### src/rtl/router_pkt_fifo.sv
// router_pkt_fifo: per-destination packet FIFO of the 1x3 router.
// 16 x 9-bit storage ({lfd, data}), 5-bit wrap pointers, registered read
// data, and a packet byte counter that returns data_out to its idle value
// once a packet has been fully delivered.
// Optional feature macro: ROUTER_FIFO_TRISTATE_EN (idle value 8'bz instead
// of 8'h00, for a shared output bus).
module router_pkt_fifo #(
  parameter int unsigned FIFO_WIDTH = 9,
  parameter int unsigned FIFO_DEPTH = 16
) (
  input  logic       clock,
  input  logic       reset,
  input  logic       soft_reset,
  input  logic       write_enb,
  input  logic       read_enb,
  input  logic       lfd_state,
  input  logic [7:0] data_in,
  input  logic [1:0] addr,
  input  logic [5:0] payload_len,
  output logic [7:0] data_out,
  output logic       empty,
  output logic       full
);

  localparam int unsigned ADDR_W = $clog2(FIFO_DEPTH);
  localparam int unsigned PTR_W  = ADDR_W + 1;
  localparam int unsigned CNT_W  = 7;

`ifdef ROUTER_FIFO_TRISTATE_EN
  localparam logic [7:0] IDLE_VAL = 8'bzzzz_zzzz;
`else
  localparam logic [7:0] IDLE_VAL = 8'h00;
`endif

  logic [FIFO_WIDTH-1:0] mem [FIFO_DEPTH];
  logic [PTR_W-1:0]      wr_ptr;
  logic [PTR_W-1:0]      rd_ptr;
  logic [CNT_W-1:0]      count;
  logic [FIFO_WIDTH-1:0] rd_word;
  logic                  wr_fire;
  logic                  rd_fire;
  logic                  unused_inputs;

  // Destination tag and length are carried for visibility only.
  assign unused_inputs = ^{addr, payload_len};

  // Occupancy flags straight from the pointers; the wrap bit separates full from empty.
  assign empty   = (wr_ptr == rd_ptr);
  assign full    = (wr_ptr[PTR_W-1] != rd_ptr[PTR_W-1]) &&
                   (wr_ptr[ADDR_W-1:0] == rd_ptr[ADDR_W-1:0]);
  assign wr_fire = write_enb && !full;
  assign rd_fire = read_enb && !empty;
  assign rd_word = mem[rd_ptr[ADDR_W-1:0]];

  // Storage write; contents are not cleared by either reset.
  always_ff @(posedge clock) begin
    if (wr_fire) begin
      mem[wr_ptr[ADDR_W-1:0]] <= {lfd_state, data_in};
    end
  end

  // Read and write pointers, modulo 2*depth.
  always_ff @(posedge clock) begin
    if (reset) begin
      wr_ptr <= '0;
      rd_ptr <= '0;
    end else if (soft_reset) begin
      wr_ptr <= '0;
      rd_ptr <= '0;
    end else begin
      if (wr_fire) wr_ptr <= wr_ptr + PTR_W'(1);
      if (rd_fire) rd_ptr <= rd_ptr + PTR_W'(1);
    end
  end

  // Registered read data and remaining-bytes counter; header reload covers payload plus parity.
  always_ff @(posedge clock) begin
    if (reset) begin
      count    <= '0;
      data_out <= 8'h00;
    end else if (soft_reset) begin
      count    <= '0;
      data_out <= IDLE_VAL;
    end else if (rd_fire) begin
      data_out <= rd_word[7:0];
      if (rd_word[FIFO_WIDTH-1]) begin
        count <= CNT_W'(rd_word[7:2]) + CNT_W'(1);
      end else if (count != '0) begin
        count <= count - CNT_W'(1);
      end
    end else if (count == '0) begin
      data_out <= IDLE_VAL;
    end
  end

endmodule

### config.mk
export PLATFORM = sky130hd
export DESIGN_NAME = router_pkt_fifo
export DESIGN_NICKNAME = d
export VERILOG_FILES = /design/src/rtl/router_pkt_fifo.sv
export SDC_FILE = /design/constraint.sdc
export NUM_CORES = 1
export LEC_CHECK = 0
export ABC_AREA = 1
export CAP_MARGIN = 0
export CORE_ASPECT_RATIO = 1.25
export CORE_MARGIN = 1
export CORE_UTILIZATION = 50
export DETAILED_ROUTE_END_ITERATION = 6
export HOLD_SLACK_MARGIN = 0.05
export PLACE_DENSITY = 0.68
export RECOVER_POWER = 100
export SLEW_MARGIN = 20
export SYNTH_ARGS = -nofsm -noshare
export SYNTH_HDL_FRONTEND = slang
export SYNTH_SLANG_ARGS = --single-unit
### constraint.sdc
create_clock -name clock -period 3.8 [get_ports clock]
set_input_delay 0.76 -clock clock [delete_from_list [all_inputs] [get_ports clock]]
set_output_delay 0.76 -clock clock [all_outputs]
set_load 0.01 [all_outputs]
==> impl_results.md <==
* Outcome: finished, final reports clean
* Yosys cell types at 31
* Hold crit path type: reg -> reg
* Final Max Tran Viols at 0
* Share of cells above drive strength 1 at 0.0584
* H-Tree Depth at 4
* Post_cts resized at 0
* Fin crit period at approximately 2.8 ns
* Clock sink total at between 150 and 200
* Complex-gate fraction of the synthesized area at 0.0760
* Synthesized flop and latch total at around 170
* Antenna violations before repair at 0
* Total gr overflow at 0
* Core area at between 10000 and 15000 sq um
* Setup Total Neg Slack at 0 ns
* Final Hold Fails at 0
* Post-DP HPWL at about 11 mm
* Antenna Cells at 0
* Comb power frac at 0.059
* Sw frac at 0.220
* Share of the synthesized area in the top cell type at 0.583
* Syn Nets at between 700 and 800
* Leakage Power at ~3.2 nW
* Setup Buffers After CTS at 0
* Top cells by area, synth: edfxtp_1 (58%), nand2_1 (8.8%), dfxtp_1 (7.8%)
* Total CTS buffers at 17
* CP max FO at 6
* Post-Synth Simple-Gate Area at 0.174
* Synth top cells by count: nand2_1 (174), edfxtp_1 (144), inv_1 (69)
* Average wire per standard cell at 17.9 microns
* P per Cell Area at 487 nW/um^2
* Ports at 32
* Crit path kind: reg -> out
* Internal Power at about 0.0031 W
* Worst path required time at roughly 3.0 ns
* WL final at approximately 16 mm
* Clk buf depth at 2
* Pre-antenna DRT Iters at 5
* Final design area excluding fillers at 8280 sq um
* Total die area at about 15000 sq um
* Power Total at approximately 0.0040 W
* GPL Wtd Cong at roughly 0.85
* Syn_area_per_cell at 10.5 sq um
* Number of remaining DRC errors at 0
* Synth Instances at 706
* Post-Synth Adder-Cell Area at 0.0118
* DR iter-0 viols at about 450
* Die Wd at approximately 110 microns
* Worst EP arrival at 2.05 ns
* Worst Setup Start Kind: flop
* Main synth FF type: edfxtp_1
* RSZ-0062 raised after global routing: no
* Hold Buf Count CTS at 0
* Combinational family with the most area after synthesis: simple AND/OR/NAND/NOR gates
* Std cell rows at 49
* Critical path capture point type: output port
* Flop pwr share at 0.515
* Skew final at ~0.011 ns
* Max incr delay on CP at between 0.5 and 0.6 ns
* Hold Path Stages at 2
* R2R cell count at 12
* Area leader, netlist: edfxtp_1
* Detail-routed via count per cell at around 5.5
* Cells along the critical path: xor2_1 -> nor2_1 -> nand2_1 -> or2_2 -> inv_1 -> dlygate4sd3_1
* Sequential element share of the synthesized area at 0.662
* Synth Cell Area at between 7000 and 8000 sq um
* Most frequent cell after synthesis: nand2_1
* CTS tree: built
* Hold WS at 0.459 ns
* Final setup fails at 0
* Via count at 5043
* CP max stage cell: dlygate4sd3_1
* Buffers on Ports at 23
* Synth async-reset ratio at 0
* Worst-Margin Slew at 1.00 ns
* Vias in the first global route at about 5000
* Final Cycle Share at 0.740
* Post-DP Area at approximately 7700 sq um
* Layout area overhead at 11.8%
* Clock input transition at the sequential cells of the worst setup and hold paths at 0.06 ns
* Post-route ant nets at 0
* Post-synth EDFFs at between 100 and 150
* Die Span Y at 138 microns
* Xor/xnor share of the synthesized area at 0.0106
* Reported net switching power at ~0.00089 W
* Clock root buffer: clkbuf_16
* Final nets at about 750
* Post-synthesis mux area share at 0
* Max IR drop VDD at roughly 370 uV
* Overall routing resource usage at 0.224
* Synthesis Warnings at 0
* Number of max-cap violations at 0
* First-pass GRT wire length at ~26 mm
* Worst rel slew slack at 0.332
* Largest net degree at the start of global routing at 80
* Fmax at ~360 MHz
* Later-pin clock latency in the skew report at between 0.4 and 0.5 ns
* Clock power share at 0.426
* Initial core utilization at 0.514
## cell type report
class	count	area, sq um
fill	1154	6120
clock buffer	24	539
sequential	173	4900
multi-input combinational	429	2010
inverter	73	274
tap	178	223
timing repair buffer	29	272
clock inverter	8	62.6
## worst max-delay path, delay by kind of cell, from the launching register on
| family | cells | cell delay (ns) |
|---|---|---|
| buffers and inverters | 2 | 0.64 |
| and+or+nand+nor | 3 | 0.48 |
| DFF | 1 | 0.36 |
| xor gates and xnor gates | 1 | 0.16 |
## flip-flops by register name, indices dropped and copies added (netlist names), named ones only
register,count
mem,144
data_out,8
count,7
rd_ptr,5
wr_ptr,5
## logic make-up after synthesis
logic type,count (synthesis)
XOR/XNOR,9
AND/OR/NAND/NOR,313
AO/OA/AOI/OAI,100
adder cells (fa/ha/maj),7
buffers and inverters,104
flip-flops,173
## cells in the final DEF (no fill, tap or decap), types with 2 or more instances in the layout
| cell type | n |
|---|---|
| buf_4 | 5 |
| nor2_1 | 61 |
| dlygate4sd3_1 | 19 |
| ha_1 | 7 |
| nand2_1 | 176 |
| nand2_2 | 4 |
| inv_1 | 69 |
| clkbuf_16 | 20 |
| nand3_1 | 64 |
| o211ai_1 | 13 |
| clkbuf_8 | 2 |
| xnor2_1 | 3 |
| inv_2 | 2 |
| o311ai_0 | 2 |
| clkdlybuf4s50_1 | 4 |
| inv_6 | 4 |
| inv_4 | 3 |
| dfxtp_1 | 29 |
| clkbuf_1 | 2 |
| a21oi_1 | 42 |
| o21ai_0 | 28 |
| a22oi_1 | 4 |
| edfxtp_1 | 144 |
| o21ai_1 | 8 |
| nor3_1 | 4 |
| a32o_1 | 2 |
| clkinv_1 | 2 |
| xor2_1 | 6 |
## stage by stage
step | instances | utilization | worst slack (ns)
floorplan | 706 | - | 1.91
global placement | 882 | 0.534 | 1.08
detailed placement | 882 | 0.534 | 1.01
CTS | 914 | 0.576 | 1.02
global route | 914 | 0.575 | 0.872
finish | 914 | 0.575 | 0.989
## metal layers
metal / up-vias / wire length (microns) / track usage
met1: 2420 / 6290 / 0.260
met5: - / 0 / 0
li1: 2418 / - / -
met4: 0 / 534 / 0.110
met2: 173 / 8740 / 0.398
met3: 32 / 816 / 0.0399
## power by group through the flow
stage	Clock [W]	Sequential [W]	Combinational, W
6_report	0.00172	0.00208	0.000237
2_1_floorplan	0	0.00212	0.000152
3_5_place_dp	0	0.00212	0.000240
5_1_grt	0.00181	0.00208	0.000261
4_1_cts	0.00174	0.00208	0.000241
3_3_place_gp	0	0.00212	0.000233
## worst paths after layout
check,startpoint,end,slack (ns)
worst max-delay path,wr_ptr[2],full,0.99
worst min-delay path,data_out[4],data_out[4],0.46
worst max register to register,flop,count[2],1.24
worst min register to register,data_out[4],data_out[4],0.46
Power figures use the tool's default switching activity.
